### config.mk
export PLATFORM = sky130hd
export DESIGN_NAME = mem_access
export DESIGN_NICKNAME = d
export VERILOG_FILES = /design/src/rtl/mem_access.sv
export SDC_FILE = /design/constraint.sdc
export NUM_CORES = 1
export LEC_CHECK = 0
export ABC_AREA = 1
export BUFFER_PORTS_ARGS = -buffer_cell sky130_fd_sc_hd__buf_2
export CAP_MARGIN = 20
export CORE_MARGIN = 8
export CORE_UTILIZATION = 58
export CTS_CLUSTER_DIAMETER = 100
export CTS_CLUSTER_SIZE = 16
export DETAILED_ROUTE_END_ITERATION = 16
export GPL_TIMING_DRIVEN = 0
export PLACE_DENSITY_LB_ADDON = 0.05
export REMOVE_ABC_BUFFERS = 1
export SLEW_MARGIN = 40
export SYNTH_ARGS = -nofsm -noshare
export SYNTH_HDL_FRONTEND = slang
export SYNTH_SLANG_ARGS = --single-unit
### constraint.sdc
create_clock -name clk -period 3.1 [get_ports clk]
set_input_delay 0.31 -clock clk [delete_from_list [all_inputs] [get_ports clk]]
set_output_delay 0.31 -clock clk [all_outputs]
set_load 0.005 [all_outputs]
### src/rtl/mem_access.sv
// Memory-access pipeline stage: issues loads/stores on a req/ack port, stalls
// upstream while a transfer is outstanding, and registers results for write-back.
module mem_access #(
    parameter int         XLEN     = 32,
    parameter int         EX_W     = 4,
    parameter int         TIMEOUT  = 255,
    parameter logic [4:0] OP_LOAD  = 5'b00000,
    parameter logic [4:0] OP_STORE = 5'b01000
) (
    input  logic            clk,
    input  logic            reset,
    input  logic            pipeline_in_valid,
    input  logic [4:0]      opcode_in,
    input  logic [2:0]      funct_in,
    input  logic            nop_instr_in,
    input  logic [EX_W-1:0] exception_in,
    input  logic            exception_in_valid,
    input  logic [XLEN-1:0] result_in,
    input  logic [XLEN-1:0] addr_in,
    input  logic [4:0]      rd_addr_in,
    input  logic            flush_in,
    output logic            stall_out,
    output logic            dmem_req,
    output logic            dmem_we,
    output logic [XLEN-1:0] dmem_addr,
    output logic [3:0]      dmem_be,
    output logic [XLEN-1:0] dmem_wdata,
    input  logic            dmem_ack,
    input  logic [XLEN-1:0] dmem_rdata,
    input  logic            dmem_err,
    output logic            pipeline_out_valid,
    output logic [4:0]      opcode_out,
    output logic [4:0]      rd_addr_out,
    output logic [XLEN-1:0] wb_data,
    output logic            nop_instr_out,
    output logic [EX_W-1:0] exception_out,
    output logic            exception_out_valid
);
    localparam int CW = (TIMEOUT < 2) ? 1 : $clog2(TIMEOUT);

    typedef enum logic {IDLE, BUSY} state_t;
    state_t state, state_nxt;

    logic [CW-1:0]   cnt;
    logic            cap_store, cap_byte, cap_half, cap_signed, cap_discard;
    logic [1:0]      cap_lo;
    logic [XLEN-1:0] cap_result;
    logic [4:0]      cap_rd, cap_opcode;

    logic            is_load, is_store, memop, byte_op, half_op, misaligned, start;
    logic            finish, fault, tmo;
    logic [3:0]      st_be;
    logic [XLEN-1:0] st_wdata, load_data;
    logic [7:0]      ld_byte;
    logic [15:0]     ld_half;

    // Undefined funct values fall through to word size.
    always_comb begin
        is_load    = (opcode_in == OP_LOAD);
        is_store   = (opcode_in == OP_STORE);
        memop      = pipeline_in_valid & ~exception_in_valid & ~nop_instr_in & (is_load | is_store);
        byte_op    = is_store ? (funct_in == 3'b000) : (funct_in[1:0] == 2'b00);
        half_op    = is_store ? (funct_in == 3'b001) : (funct_in[1:0] == 2'b01);
        misaligned = half_op ? addr_in[0] : (~byte_op & (addr_in[1:0] != 2'b00));
        start      = (state == IDLE) & memop & ~misaligned & ~flush_in;
        stall_out  = reset & ((state == IDLE) ? start : ~dmem_ack);
    end

    always_comb begin
        st_be    = 4'b1111;
        st_wdata = result_in;
        if (!is_store) begin
            st_wdata = '0;
        end else if (byte_op) begin
            st_be    = 4'b0001 << addr_in[1:0];
            st_wdata = {4{result_in[7:0]}};
        end else if (half_op) begin
            st_be    = addr_in[1] ? 4'b1100 : 4'b0011;
            st_wdata = {2{result_in[15:0]}};
        end
    end

    always_comb begin
        case (cap_lo)
            2'd0:    ld_byte = dmem_rdata[7:0];
            2'd1:    ld_byte = dmem_rdata[15:8];
            2'd2:    ld_byte = dmem_rdata[23:16];
            default: ld_byte = dmem_rdata[31:24];
        endcase
        ld_half = cap_lo[1] ? dmem_rdata[31:16] : dmem_rdata[15:0];
        if (cap_byte)
            load_data = {{(XLEN-8){cap_signed & ld_byte[7]}}, ld_byte};
        else if (cap_half)
            load_data = {{(XLEN-16){cap_signed & ld_half[15]}}, ld_half};
        else
            load_data = dmem_rdata;
    end

    always_comb begin
        state_nxt = state;
        tmo       = (cnt == CW'(TIMEOUT - 1));
        finish    = 1'b0;
        fault     = 1'b0;
        case (state)
            IDLE: if (start) state_nxt = BUSY;
            BUSY: begin
                finish = dmem_ack | tmo;
                fault  = dmem_ack ? dmem_err : tmo;
                if (finish) state_nxt = IDLE;
            end
            default: state_nxt = IDLE;
        endcase
    end

    always_ff @(posedge clk or negedge reset) begin
        if (!reset) state <= IDLE;
        else        state <= state_nxt;
    end

    always_ff @(posedge clk or negedge reset) begin
        if (!reset) begin
            cnt                 <= '0;
            cap_store           <= 1'b0;
            cap_byte            <= 1'b0;
            cap_half            <= 1'b0;
            cap_signed          <= 1'b0;
            cap_discard         <= 1'b0;
            cap_lo              <= 2'b00;
            cap_result          <= '0;
            cap_rd              <= '0;
            cap_opcode          <= '0;
            dmem_req            <= 1'b0;
            dmem_we             <= 1'b0;
            dmem_addr           <= '0;
            dmem_be             <= '0;
            dmem_wdata          <= '0;
            pipeline_out_valid  <= 1'b0;
            opcode_out          <= '0;
            rd_addr_out         <= '0;
            wb_data             <= '0;
            nop_instr_out       <= 1'b0;
            exception_out       <= '0;
            exception_out_valid <= 1'b0;
        end else begin
            pipeline_out_valid <= 1'b0;
            if (state == IDLE) begin
                if (start) begin
                    cnt         <= '0;
                    cap_store   <= is_store;
                    cap_byte    <= byte_op;
                    cap_half    <= half_op;
                    cap_signed  <= ~funct_in[2];
                    cap_discard <= 1'b0;
                    cap_lo      <= addr_in[1:0];
                    cap_result  <= result_in;
                    cap_rd      <= rd_addr_in;
                    cap_opcode  <= opcode_in;
                    dmem_req    <= 1'b1;
                    dmem_we     <= is_store;
                    dmem_addr   <= {addr_in[XLEN-1:2], 2'b00};
                    dmem_be     <= st_be;
                    dmem_wdata  <= st_wdata;
                end else if (pipeline_in_valid && !flush_in) begin
                    pipeline_out_valid <= 1'b1;
                    opcode_out         <= opcode_in;
                    rd_addr_out        <= rd_addr_in;
                    nop_instr_out      <= nop_instr_in;
                    wb_data            <= result_in;
                    if (memop) begin
                        exception_out       <= is_store ? EX_W'(6) : EX_W'(4);
                        exception_out_valid <= 1'b1;
                    end else begin
                        exception_out       <= exception_in;
                        exception_out_valid <= exception_in_valid;
                    end
                end
            end else begin
                if (flush_in) cap_discard <= 1'b1;
                if (finish) begin
                    dmem_req <= 1'b0;
                    // A flushed transfer still runs to completion but leaves outputs untouched.
                    if (!cap_discard && !flush_in) begin
                        pipeline_out_valid  <= 1'b1;
                        opcode_out          <= cap_opcode;
                        rd_addr_out         <= cap_rd;
                        nop_instr_out       <= 1'b0;
                        wb_data             <= (!cap_store && !fault) ? load_data : cap_result;
                        exception_out       <= !fault ? '0 : (cap_store ? EX_W'(7) : EX_W'(5));
                        exception_out_valid <= fault;
                    end
                end else begin
                    cnt <= cnt + 1'b1;
                end
            end
        end
    end
endmodule
Yosys cells after proc, flatten, opt, wreduce, memory -nomap -nowiden
Index checks and enable logic that the tools add are counted.
{"block": "totals", "ff_bits": 174, "elab_cells": 145}
{"block": "classes", "n_addsub": 1, "eq_ne": 11, "shifts": 1, "muxes": 71, "n_bitwise": 20, "n_reduce_logical": 19}
{"cell": "$mux W32", "count": 11}
{"cell": "$mux W5", "count": 10}
{"cell": "$mux W4", "count": 10}
{"cell": "$mux W1", "count": 31}
{"cell": "$mux W8", "count": 3}
{"cell": "$pmux W8 S3", "count": 1}
{"cell": "$mux W16", "count": 1}
{"cell": "$and A1 B1 Y1", "count": 10}
{"cell": "$add A8 B1 Y8 const B", "count": 1}
{"cell": "$eq A8 B8 Y1 const B", "count": 1}
{"cell": "$not A1 Y1", "count": 8}
{"cell": "$reduce_and A2 Y1", "count": 4}
{"cell": "$ne A2 B2 Y1 const B", "count": 3}
{"cell": "$reduce_bool A2 Y1", "count": 3}
{"cell": "$eq A5 B4 Y1 const B", "count": 1}
{"cell": "$logic_not A5 Y1", "count": 1}
{"cell": "$eq A2 B1 Y1 const B", "count": 2}
{"cell": "$logic_not A1 Y1", "count": 4}
{"cell": "$logic_not A2 Y1", "count": 2}
{"cell": "$mux W2", "count": 2}
{"cell": "$ne A2 B1 Y1 const B", "count": 2}
{"cell": "$reduce_and A4 Y1", "count": 1}
{"cell": "$shl A1 B2 Y4 const A", "count": 1}
{"cell": "$eq A3 B1 Y1 const B", "count": 1}
{"cell": "other kinds (6)", "count": 9}

Depth between registers and ports, before layout
Gate-level depths: netlist (run 1).
{"block": "depth", "word_depth": 10, "ltp_mapped": 15}

Worst setup path after synthesis (run 1)
Ideal clock, no wire load.
{"block": "synth_path", "kind": "register to register", "startpoint": "register cnt[0]", "endpoint": "register wb_data[18]", "setup_time_ns": 0.117, "arrival_time_ns": 1.615, "t_required_ns": 2.983, "setup_slack_ns": 1.368, "stages_incl_launch_ff": 14, "synth_period_minus_slack_ns": 1.732, "path_cell_list": "dfrtp_1 > inv_1 > ha_1 > nand2_1 > nor2_1 > nand3_1 > nand2_1 > a21oi_1 > clkbuf_1 > nand2_1 > nand3_1 > nand2_1 > nand2_1 > nand2_1"}
{"block": "synth_via", "elab_chain_len": 9, "word_cells_on_any_way": 13, "cone_classes": "eq/ne (2); mux (7); bitwise (1); reduce/logical (3)"}
{"item": "from (decl)", "line_no": "44", "rtl": "logic [CW-1:0] cnt;"}
{"item": "from (signal assigned)", "line_no": "192", "rtl": "cnt <= cnt + 1'b1;"}
{"item": "$eq A8 B8 Y1 (*)", "line_no": "101", "rtl": "tmo = (cnt == CW'(TIMEOUT - 1));"}
{"item": "$mux W1", "line_no": "108", "rtl": "fault = dmem_ack ? dmem_err : tmo;"}
{"item": "$mux W1", "line_no": "104", "rtl": "case (state)"}
{"item": "$logic_not A1 Y1"}
{"item": "$logic_and A1 B1 Y1", "line_no": "187", "rtl": "wb_data <= (!cap_store && !fault) ? load_data : cap_result;"}
{"item": "$mux W32", "line_no": "187"}
{"item": "$mux W32", "line_no": "182", "rtl": "if (!cap_discard && !flush_in) begin"}
{"item": "$mux W32", "line_no": "179", "rtl": "if (finish) begin"}
{"item": "$mux W32", "line_no": "146", "rtl": "if (state == IDLE) begin"}
{"item": "to (signal assigned)", "line_no": "168", "rtl": "wb_data <= result_in;"}
{"item": "to (signal assigned)", "line_no": "187"}
{"item": "to (decl)", "line_no": "34", "rtl": "output logic [XLEN-1:0] wb_data,"}
Mark *: on every way between the ends. The rest lies on a longest branch, timed or not. The select of a mux whose other input is x is not followed.
A chain may end at the register's enable or synchronous reset.

Final worst setup path (run 1)
{"block": "layout_path", "startpoint": "input opcode_in[0]", "endpoint": "output stall_out"}
{"block": "layout_via", "elab_chain_len": 10, "word_cells_on_any_way": 15, "cone_classes": "eq/ne (1); mux (4); bitwise (9); reduce/logical (1)"}
{"item": "from (decl)", "line_no": "13", "rtl": "input logic [4:0] opcode_in,"}
{"item": "$eq A5 B4 Y1", "line_no": "60", "rtl": "is_store = (opcode_in == OP_STORE);"}
{"item": "$mux W1", "line_no": "62", "rtl": "byte_op = is_store ? (funct_in == 3'b000) : (funct_in[1:0] == 2'b00);"}
{"item": "$not A1 Y1", "line_no": "64", "rtl": "misaligned = half_op ? addr_in[0] : (~byte_op & (addr_in[1:0] != 2'b00));"}
{"item": "$and A1 B1 Y1", "line_no": "64"}
{"item": "$mux W1", "line_no": "64"}
{"item": "$not A1 Y1", "line_no": "65", "rtl": "start = (state == IDLE) & memop & ~misaligned & ~flush_in;"}
{"item": "$and A1 B1 Y1 (*) (2 in series)", "line_no": "65"}
{"item": "$mux W1 (*)", "line_no": "66", "rtl": "stall_out = reset & ((state == IDLE) ? start : ~dmem_ack);"}
{"item": "$and A1 B1 Y1 (*)", "line_no": "66"}
{"item": "to (decl)", "line_no": "22", "rtl": "output logic stall_out,"}
Mark *: on every way between the ends. The rest lies on a longest branch, timed or not.

==> results of run 1 <==
area by class of cell:
type / count / share of cell area
clock buffer: 17 / 0.03745
clock inverter: 15 / 0.01531
multi-input combinational: 946 / 0.3661
tap: 216 / 0.02379
timing repair buffer: 255 / 0.1348
sequential: 174 / 0.3836
antenna: 3 / 0.0006609
inverter: 115 / 0.03822
cell usage after synthesis, drive strengths merged:
cell / n
nor2: 38
o211ai: 16
clkbuf: 31
xnor2: 1
a21boi: 1
a21oi: 18
conb: 1
nand3: 138
or2: 1
nand3b: 1
xor2: 4
nand4: 11
o21ai: 101
clkinv: 2
inv: 113
nor3: 2
o22ai: 1
ha: 2
dfrtp: 174
buf: 47
nand2: 609
worst max-delay path, stage by stage:
cell                       delay, ps
sky130_fd_sc_hd__buf_2           100
sky130_fd_sc_hd__inv_2            40
sky130_fd_sc_hd__nand2_1          80
sky130_fd_sc_hd__nor2_4          130
sky130_fd_sc_hd__nand4_2         300
sky130_fd_sc_hd__nand2_1         600
sky130_fd_sc_hd__nand2_2         190
sky130_fd_sc_hd__nand4_4         180
sky130_fd_sc_hd__buf_12          220
sky130_fd_sc_hd__buf_16          190
sky130_fd_sc_hd__a21boi_0         90
sky130_fd_sc_hd__buf_2           140
worst min-delay path by stage:
stage / start / to / slack, ps / cells past startpoint
floorplan: reset / cap_byte / 10 / 0
global placement: cap_opcode[1] / cap_opcode[1] / 450 / 2
detailed placement: reset / dmem_addr[31] / 190 / 1
CTS: addr_in[23] / dmem_addr[23] / 50 / 3
global route: addr_in[27] / dmem_addr[27] / 50 / 3
finish: addr_in[12] / dmem_addr[12] / 60 / 3
stage by stage:
stage                     worst slack, ps  power (mW)
after floorplan                    -789.7       2.960
after detailed placement           -225.2       3.397
after CTS                           182.4       5.602
after global placement              -3130       3.346
after global routing                44.68       5.815
final                               196.9       5.568
kinds of logic after synthesis:
kind of cell             Yosys count  share of synthesized area
AO/OA/AOI/OAI                    137                    0.07838
adder cells (fa/ha/maj)            2                   0.002688
XOR/XNOR                           5                   0.004705
other                              1                  0.0004029
flip-flops                       174                     0.4679
AND/OR/NAND/NOR                  800                     0.3555
buffers and inverters            193                    0.09048
metal layers:
metal  vias up  track usage  wire length [µm]
li1       4504            -                 -
met1      4323       0.3516             11530
met2       415       0.4649             13630
met3        42      0.09316              2967
met4         8      0.08277               391
met5         -            0                52
state kept, by name, indices dropped and copies added, names as in the netlist, 2 cells and up:
signal         count
cap_result        32
dmem_wdata        32
wb_data           32
dmem_addr         30
cnt                8
cap_opcode         5
cap_rd             5
opcode_out         5
rd_addr_out        5
dmem_be            4
exception_out      4
cap_lo             2
report_power, final:
| group | internal, mW | total (mW) | switching, mW |
|---|---|---|---|
| registers | 2.42 | 2.52 | 0.0982 |
| clock network | 1.22 | 2.21 | 0.992 |
| logic | 0.327 | 0.837 | 0.510 |
| total | 3.97 | 5.57 | 1.60 |
layout by cell type, fill, tap and decap left out, types with 4 or more instances in the layout:
| cell type | count |
|---|---|
| sky130_fd_sc_hd__buf_2 | 237 |
| sky130_fd_sc_hd__inv_6 | 6 |
| sky130_fd_sc_hd__nand4_1 | 8 |
| sky130_fd_sc_hd__nand3_1 | 134 |
| sky130_fd_sc_hd__buf_8 | 5 |
| sky130_fd_sc_hd__xor2_1 | 4 |
| sky130_fd_sc_hd__inv_1 | 107 |
| sky130_fd_sc_hd__o211ai_1 | 16 |
| sky130_fd_sc_hd__clkbuf_16 | 17 |
| sky130_fd_sc_hd__buf_12 | 5 |
| sky130_fd_sc_hd__nand2_2 | 4 |
| sky130_fd_sc_hd__a21oi_1 | 17 |
| sky130_fd_sc_hd__nor2_4 | 4 |
| sky130_fd_sc_hd__o21ai_0 | 98 |
| sky130_fd_sc_hd__dfrtp_1 | 173 |
| sky130_fd_sc_hd__nand2_1 | 603 |
| sky130_fd_sc_hd__nor2_1 | 34 |
| sky130_fd_sc_hd__inv_2 | 5 |
| sky130_fd_sc_hd__buf_16 | 5 |
timing repair:
item	4_1_cts	5_1_grt
endpoints found under the hold margin	33	0
gates resized for setup	0	0
hold buffers	1	0
==> reports/qor.yml, run 1 <==
run_status:
  status: "finished clean"
detailed_routing:
  drtAntennaViolNets: 0
  vias: 9292
  detail_route.vias_per_cell: 5.337
  first_pass_iters: 5
  drt_drc_violations_left: 0
  routed_wire_length_um: 28570
  route.detailed.wl_per_inst_um: 16.41
  dr.first_iter.drc_count: 785
floorplan:
  start_util: 0.5901
  count_of_boundary_i_o_pins: 241
  core_region_area_um2: 15770
  dieWidth_um: 142.7
  height_of_the_chip_um: 142.7
  floorplan.rows: 46
  fp.dieArea_um2: 20350
clock_tree:
  clock-sinks: 174
  ctsLongestPathBuffers: 2
  clkLatencyLatePin_ps: 430
  cts_buffers: 17
  clkTransAtPathRegs_ps: 70
  htreeDepth: 4
  cts_root_buf: "sky130_fd_sc_hd__clkbuf_16"
  post_cts_buffers: 0
  tritoncts_clock_tree: "done"
sta:
  relative_slew_slack: 0.4358
  clock.fmax_mhz: 344.5
  grt_setup_unrepaired: "false"
  final_min_period_over_clock_period: 0.9365
  fin_crit_ps: 2903
  finalSetupTns_ps: 0
  final-hold-violation-count: 0
  worst_slew_pin_tran_ps: 843.2
  timing.clock.skew_ps: 8.994
  timing_max_transition_violations_final: 0
  finalSetupViolations: 0
  worst_hold_slack_ps: 62.84
logic_synthesis:
  synth_sequential_area_ratio: 0.4679
  yosysUniqueCellTypes: 32
  postSynthRegisterBits: 174
  synth_area_um2: 9306
  postSynthCellCount: 1312
  avgSynthCellArea_um2: 7.093
  netlist_top_cells_area: "sky130_fd_sc_hd__dfrtp_1, sky130_fd_sc_hd__nand2_1, sky130_fd_sc_hd__nand3_1, sky130_fd_sc_hd__o21ai_0, sky130_fd_sc_hd__inv_1"
  synth_largest_area_cell: "sky130_fd_sc_hd__dfrtp_1"
  synth-warning-count: 0
  synth_top_area_share: 0.4679
critical_path:
  cp.required_ps: 2790
  biggest_fanout_along_the_worst_timing_path: 29
  crit_type: "in2out"
  ff2ff_setup_slack_ps: 370
  worst_setup_path_startpoint: "opcode_in[0]"
  crit-reg2reg-capture: "opcode_out[3]"
  setup.worst_path.start_class: "input pin"
  cp_data_arrival_time_ps: 2590
  worst_r2r_startpoint: "state"
  worst_setup_path_end_kind: "output pin"
  timing.critical_path.to: "stall_out"
  worst_r2r_path_depth: 7
power:
  p_leak_nw: 6.579
  power.density_cell_area_nw_per_um2: 490.1
  vdd.ir_drop.worst_mv: 0.3937
min_path:
  min_path_type: "in2reg"
layout:
  post-route-cell-area_um2: 11360
  multi_input_comb_area_um2: 4159
  final_core_utilization: 0.7203
  layout.filler_cells: 1337
  layout.area.seq_um2: 4358
  final-instance-count-excl-fill: 1741
  areaGrowthSynthToFinish_pct: 22.06
  finish.net_count: 1632
  drive_gt1_frac: 0.2057
global_route:
  track_usage: 0.2841
  initial_antenna_violation_count: 6
  grt.overflow.total: 0
  grt_first_pass_wirelength_um: 45590
  pin_count_of_the_biggest_net_entering_global_routing: 73
  first_global_vias: 8964
placed_design:
  dp_hpwl_um: 19790
  io_buffers: 238
  placement.cell_area_um2: 10740
  place_congestion: 0.8566
  dp.cells: 1705
run:
  maxCapViolations: 0
(Power assumes the default switching activity.)
==> run 2, diff against run 1 <==
CORE_ASPECT_RATIO = 1.5   (was not set)
==> run 2 against run 1 <==
Net effect:
- via count decreased by 0.17%
- non-clock buffer count is the same
- combinational power grew 2%
- worst hold slack improved by 2.8 ps
- critical path type is now in2reg
- critical endpoint is now wb_data[6]
- largest cell class unchanged
==> reports/qor.yml, run 2 (same netlist as run 1, synthesis figures left out) <==
sta:
  final_min_period_over_clock_period: 0.8997  # -0.03678
  timing.clock.skew_ps: 13.75  # +4.755 ps
  finalSetupViolations: 0  # unchanged
  worst_slew_pin_tran_ps: 773.3  # -69.92 ps
  timing_max_transition_violations_final: 0  # unchanged
  grt_setup_unrepaired: "false"
  fin_crit_ps: 2789  # -114.0 ps
  relative_slew_slack: 0.4826  # +0.04679
  clock.fmax_mhz: 358.5  # +4.1%
  final-hold-violation-count: 0  # unchanged
  worst_hold_slack_ps: 65.68  # +2.839 ps
layout:
  biggestRegsByFlops: "cap_result x32, dmem_wdata x32, wb_data x32"
  final_common_cell: "sky130_fd_sc_hd__nand2_1"
  highest_count_cells_in_the_layout_ignoring_fill_and_taps: "sky130_fd_sc_hd__nand2_1, sky130_fd_sc_hd__buf_2, sky130_fd_sc_hd__dfrtp_1"
  finish.net_count: 1632  # unchanged
  layout.filler_cells: 1381  # +3.3%
  final-instance-count-excl-fill: 1727  # -0.80%
  drive_gt1_frac: 0.2050  # -0.0006570
  areaGrowthSynthToFinish_pct: 22.21
detailed_routing:
  drt_drc_violations_left: 0  # unchanged
  dr.first_iter.drc_count: 768  # -2.2%
  drtAntennaViolNets: 0  # unchanged
  first_pass_iters: 5  # unchanged
  routed_wire_length_um: 28470  # -0.36%
  route.detailed.wl_per_inst_um: 16.48  # +0.44%
  vias: 9276  # -0.17%
  detail_route.vias_per_cell: 5.371  # +0.64%
run:
  maxCapViolations: 0  # unchanged
global_route:
  first_global_vias: 9191  # +2.5%
  grt_first_pass_wirelength_um: 46120  # +1.2%
  initial_antenna_violation_count: 5  # -1
  track_usage: 0.2820  # -0.002100
  grt.overflow.total: 0  # unchanged
  pin_count_of_the_biggest_net_entering_global_routing: 73  # unchanged
clock_tree:
  post_cts_buffers: 0  # unchanged
  clock-sinks: 174  # unchanged
  cts.hold.buffers_added: 1  # unchanged
  ctsLongestPathBuffers: 2  # unchanged
  post_cts_repair_resize_count: 0  # unchanged
  tritoncts_clock_tree: "done"
  clkLatencyLatePin_ps: 430  # about the same
  htreeDepth: 4  # unchanged
  cts_buffers: 17  # unchanged
  cts_root_buf: "sky130_fd_sc_hd__clkbuf_16"
  clkTransAtPathRegs_ps: 80  # about the same
critical_path:
  setup.worst_path.start_class: "input pin"
  crit_type: "in2reg"
  cp.required_ps: 3470  # +680 ps
  crit-reg2reg-capture: "wb_data[6]"
  ff2ff_setup_slack_ps: 670  # +300 ps
  worst_r2r_path_depth: 10  # +3
  worst_setup_path_end_kind: "flip-flop"
  cp_data_arrival_time_ps: 3150  # +560 ps
  biggest_fanout_along_the_worst_timing_path: 49  # +69%
  worst_setup_path_startpoint: "opcode_in[0]"
  worst_r2r_startpoint: "cnt[0]"
floorplan:
  core_region_area_um2: 15700  # -0.48%
  dieWidth_um: 119.4  # -16%
  floorplan.rows: 56  # +22%
  start_util: 0.5930  # +0.002823
  fp.dieArea_um2: 20440  # +0.41%
  count_of_boundary_i_o_pins: 241  # unchanged
  height_of_the_chip_um: 171.1  # +20%
power:
  p_leak_nw: 6.594  # +0.23%
  vdd.ir_drop.worst_mv: 0.3219  # -18%
  power.density_cell_area_nw_per_um2: 491.0  # +0.18%
run_status:
  status: "finished clean"
min_path:
  min_path_type: "in2reg"
  timing.hold.worst.start: "addr_in[18]"
  timing.hold.worst_endpoint: "dmem_addr[18]"
  min_path_cells: 3  # unchanged
placed_design:
  dp.cells: 1692  # -0.76%
  place_congestion: 0.8715  # +1.7%
  dp_hpwl_um: 19990  # +1.1%
  io_buffers: 238  # unchanged
run 2: cell type report:
| class | count | area (µm²) | share of cell area |
|---|---|---|---|
| Tap cell | 203 | 254.0 | 0.02233 |
| Clock buffer | 19 | 442.9 | 0.03894 |
| Antenna cell | 2 | 5.005 | 0.0004400 |
| Multi-Input combinational cell | 946 | 4159 | 0.3657 |
| Clock inverter | 13 | 155.1 | 0.01364 |
| Timing Repair Buffer | 255 | 1565 | 0.1376 |
| Sequential cell | 174 | 4358 | 0.3832 |
| Inverter | 115 | 434.2 | 0.03817 |
run 2: layer usage:
| layer | vias up | track usage | wire length [µm] |
|---|---|---|---|
| met5 | - | 0 | 37 |
| met4 | 6 | 0.1107 | 691 |
| met3 | 56 | 0.07654 | 2451 |
| met2 | 385 | 0.4923 | 14300 |
| met1 | 4330 | 0.3224 | 10980 |
| li1 | 4499 | - | - |
run 2: power by group:
group	leakage, nW	switching (mW)	total (mW)	internal, mW
Sequential	2.25	0.0889	2.51	2.42
Clock	0.289	0.990	2.22	1.23
Combinational	4.05	0.523	0.850	0.327
run 2: worst max-delay path: stages:
cell and delay, ps:
sky130_fd_sc_hd__buf_2 100, sky130_fd_sc_hd__inv_2 40, sky130_fd_sc_hd__nand2_1 80, sky130_fd_sc_hd__nor2_4 130, sky130_fd_sc_hd__nand4_2 280, sky130_fd_sc_hd__nand2_1 560
sky130_fd_sc_hd__nand2_2 200, sky130_fd_sc_hd__nand3_4 140, sky130_fd_sc_hd__nand2_4 350, sky130_fd_sc_hd__nand2_4 660, sky130_fd_sc_hd__nand2_1 160, sky130_fd_sc_hd__nand2_1 100
run 2: how the worst max path moves through the flow:
stage | endpoint | depth (start not counted)
2_1_floorplan | stall_out | 3
3_3_place_gp | wb_data[6] | 7
3_5_place_dp | wb_data[6] | 12
4_1_cts | wb_data[6] | 12
5_1_grt | wb_data[6] | 12
6_report | wb_data[6] | 12
run 2: per-stage QoR:
stage	setup TNS, ps	instance area [µm²]	worst slack (ps)	power (mW)	util
after floorplan	-65220	8900	-789.7	2.960	-
after global placement	-577330	10340	-3020	3.352	0.6591
after detailed placement	-1075	10760	-73.81	3.402	0.6856
after CTS	0	11370	350.9	5.612	0.7243
after global routing	0	11370	123.5	5.813	0.7246
final	0	11370	310.9	5.584	0.7246
==> run 3, diff against run 2 <==
--- a/config.mk
+++ b/config.mk
@@ -6,10 +6,10 @@
 export NUM_CORES = 1
 export LEC_CHECK = 0
-export ABC_AREA = 1
+export ABC_AREA = 0
 export BUFFER_PORTS_ARGS = -buffer_cell sky130_fd_sc_hd__buf_2
 export CAP_MARGIN = 20
 export CORE_ASPECT_RATIO = 1.5
 export CORE_MARGIN = 8
-export CORE_UTILIZATION = 58
+export CORE_UTILIZATION = 57
 export CTS_CLUSTER_DIAMETER = 100
 export CTS_CLUSTER_SIZE = 16
==> constraint.sdc (replaced) <==
create_clock -name clk -period 3.1 [get_ports clk]
set_input_delay 0.62 -clock clk [delete_from_list [all_inputs] [get_ports clk]]
set_output_delay 0.62 -clock clk [all_outputs]
set_load 0.005 [all_outputs]
==> run 3 against run 2 <==
Net effect:
- setup slack lost 120 ps
- die area fell by 6.8%
- synthesized cell count is 34% lower
- non-clock buffer count increased by 10
- core utilization rose by 0.96 points
- first-iteration DRC count is 34% lower
- clock power decreased by 6%
- clock-buffer cell count is the same
- critical path depth down 5
- combinational power is 18% lower
- area after synthesis fell by 9.2%
- critical path type is now reg2out
==> reports/qor.yml, run 3 <==
layout:
  layout.filler_cells: 1132  # -18%
  final-instance-count-excl-fill: 1301  # -25%
  highest_count_cells_in_the_layout_ignoring_fill_and_taps: "sky130_fd_sc_hd__nand2_1, sky130_fd_sc_hd__buf_2, sky130_fd_sc_hd__dfrtp_1"
  final_core_utilization: 0.7343  # +0.009632
  finish.net_count: 1214  # -26%
  final_common_cell: "sky130_fd_sc_hd__nand2_1"
  layout.area.seq_um2: 4359  # about the same
  drive_gt1_frac: 0.3279  # +0.1229
  areaGrowthSynthToFinish_pct: 26.28
  biggestRegsByFlops: "cap_result x32, dmem_wdata x32, wb_data x32"
  multi_input_comb_area_um2: 3826  # -8.0%
global_route:
  initial_antenna_violation_count: 2  # -3
  first_global_vias: 7753  # -16%
  pin_count_of_the_biggest_net_entering_global_routing: 65  # -11%
  grt_first_pass_wirelength_um: 41790  # -9.4%
  track_usage: 0.2877  # +0.005713
  grt.overflow.total: 0  # unchanged
clock_tree:
  cts.hold.buffers_added: 0  # -1
  clkTransAtPathRegs_ps: 70  # about the same
  tritoncts_clock_tree: "done"
  cts_root_buf: "sky130_fd_sc_hd__clkbuf_16"
  htreeDepth: 4  # unchanged
  ctsLongestPathBuffers: 2  # unchanged
  cts_buffers: 17  # unchanged
  post_cts_repair_resize_count: 0  # unchanged
  clkLatencyLatePin_ps: 430  # about the same
  clock-sinks: 174  # unchanged
sta:
  grt_setup_unrepaired: "false"
  relative_slew_slack: 0.4607  # -0.02191
  timing_max_transition_violations_final: 0  # unchanged
  finalSetupViolations: 0  # unchanged
  worst_slew_pin_tran_ps: 808.1  # +34.85 ps
  clock.fmax_mhz: 344.0  # -4.0%
  fin_crit_ps: 2907  # +117.5 ps
  timing.clock.skew_ps: 7.901  # -5.848 ps
  final_min_period_over_clock_period: 0.9376  # +0.03790
  final-hold-violation-count: 0  # unchanged
  finalSetupTns_ps: 0  # unchanged
critical_path:
  cp.required_ps: 2480  # -990 ps
  timing.critical_path.to: "stall_out"
  setup.worst_path.start_class: "flip-flop"
  crit_type: "reg2out"
  worst_setup_path_end_kind: "output pin"
  worst_setup_path_startpoint: "state"
  crit-reg2reg-capture: "wb_data[23]"
  biggest_fanout_along_the_worst_timing_path: 25  # -49%
  worst_r2r_path_depth: 6  # -4
  ff2ff_setup_slack_ps: 470  # -200 ps
  worst_r2r_startpoint: "state"
  cp_data_arrival_time_ps: 2290  # -860 ps
power:
  power_mw: 5.307  # -5.0%
  vdd.ir_drop.worst_mv: 0.4143  # +29%
  power.density_cell_area_nw_per_um2: 497.5  # +1.3%
  p_leak_nw: 5.536  # -16%
placed_design:
  io_buffers: 238  # unchanged
  dp_hpwl_um: 19330  # -3.3%
  place_congestion: 0.8066  # -7.4%
  dp.cells: 1265  # -25%
min_path:
  min_path_type: "in2async"
detailed_routing:
  routed_wire_length_um: 26330  # -7.5%
  detail_route.vias_per_cell: 5.779  # +7.6%
  detailed_routing_wirelength_on_met1_um: 9914  # -9.7%
  first_pass_iters: 6  # +1
  drt_drc_violations_left: 0  # unchanged
  wl_met3_um: 2165  # -12%
  vias: 7518  # -19%
  dr.first_iter.drc_count: 505  # -34%
  route.detailed.wl_per_inst_um: 20.24  # +23%
  maxUsedRoutingLayer: "met5"
  drtAntennaViolNets: 0  # unchanged
  dr_wl_met2_um: 13140  # -8.1%
logic_synthesis:
  synth_top_area_share: 0.5155  # +0.04761
  synth_sequential_area_ratio: 0.5155  # +0.04761
  synth_flop_cell: "sky130_fd_sc_hd__dfrtp_1"
  synth-warning-count: 0  # unchanged
  postSynthCellCount: 869  # -34%
  synthMostInstantiatedCell: "sky130_fd_sc_hd__nand2_1"
  share_of_async_settable_or_async_resettable_flops_after_synthesis: 1.000  # unchanged
  avgSynthCellArea_um2: 9.720  # +37%
  postSynthRegisterBits: 174  # unchanged
  synth_area_um2: 8447  # -9.2%
  synth_largest_area_cell: "sky130_fd_sc_hd__dfrtp_1"
  netlist_top_cells_area: "sky130_fd_sc_hd__dfrtp_1, sky130_fd_sc_hd__nand2_1, sky130_fd_sc_hd__mux2i_1, sky130_fd_sc_hd__mux2_2, sky130_fd_sc_hd__o21ai_0"
  synth-edff-count: 0  # unchanged
  synth.top_cells.by_count: "sky130_fd_sc_hd__nand2_1, sky130_fd_sc_hd__dfrtp_1, sky130_fd_sc_hd__mux2i_1"
  yosysUniqueCellTypes: 47  # +47%
run_status:
  status: "finished clean"
floorplan:
  core_region_area_um2: 14530  # -7.4%
  count_of_boundary_i_o_pins: 241  # unchanged
  height_of_the_chip_um: 165.1  # -3.5%
  start_util: 0.5815  # -0.01147
  floorplan.rows: 54  # -3.6%
  fp.dieArea_um2: 19050  # -6.8%
  dieWidth_um: 115.4  # -3.4%
run:
  maxCapViolations: 0  # unchanged
-- run 3: cell count changes in the layout (fill, tap and decap cells not counted), sizes merged, moves of 21 or more --
cell,previous run,this run
o21ai,101,32
mux2,0,50
nand3,138,13
mux2i,0,58
nor2,38,17
inv,119,20
nand2,609,286
-- run 3: stage by stage --
stage	cell area [µm²]	hold WS (ps)	worst slack [ps]
2_1_floorplan	8172	324.4	-3482
3_3_place_gp	9608	444.5	-7180
3_5_place_dp	10060	450.9	-375.6
4_1_cts	10640	133.4	65.49
5_1_grt	10670	145.0	94.46
6_report	10670	110.6	193.4
-- run 3: kinds of logic after synthesis --
logic type | share of synthesized area
DFF | 0.5155
buffers and inverters | 0.03970
and+or+nand+nor | 0.1816
adders and majority gates | 0.002962
other | 0.0004440
muxes | 0.1381
AOI/OAI and AO/OA | 0.1176
xor gates and xnor gates | 0.004147
-- run 3: worst max-delay path: stages, from the launching register on --
cell	delay, ps
sky130_fd_sc_hd__dfrtp_4	600
sky130_fd_sc_hd__buf_12	220
sky130_fd_sc_hd__nor2_1	110
sky130_fd_sc_hd__nand2_1	150
sky130_fd_sc_hd__a311oi_4	330
sky130_fd_sc_hd__buf_6	200
sky130_fd_sc_hd__o21a_1	110
sky130_fd_sc_hd__buf_2	110
-- run 3: final cells by class --
cell class,instances,share of cell area
flip-flops and latches,174,0.4087
multi-input cells,618,0.3587
repair buffers,265,0.1505
clock buffers,19,0.04152
well taps,196,0.02299
clock inverters,13,0.01208
inverters,15,0.005279
diodes,1,0.0002346
-- run 3: where the power goes --
part	internal [mW]	total (mW)	switching (mW)	leakage [nW]
sequential	2.43	2.52	0.0926	2.29
clock	1.15	2.09	0.946	0.274
combinational	0.334	0.695	0.361	2.97
total	3.91	5.31	1.40	5.54
-- run 3: layer usage --
layer	global-route usage	vias to the layer above
met2	0.4777	304
met3	0.08664	60
met4	0.1440	2
li1	-	3468
met1	0.3297	3684
met5	0	-
-- run 3: worst min-delay path by stage --
| stage | to | from | slack (ps) |
|---|---|---|---|
| 2_1_floorplan | cap_byte | reset | 320 |
| 3_3_place_gp | dmem_wdata[6] | dmem_wdata[6] | 440 |
| 3_5_place_dp | dmem_wdata[2] | dmem_wdata[2] | 450 |
| 4_1_cts | cnt[6] | reset | 130 |
| 5_1_grt | cnt[6] | reset | 150 |
| 6_report | cnt[5] | reset | 110 |
-- run 3: what timing repair did --
action	4_1_cts	5_1_grt
buffers inserted	1	2
endpoints found under the setup margin	1	1
endpoints found under the hold margin	0	0
pin swaps	1	1
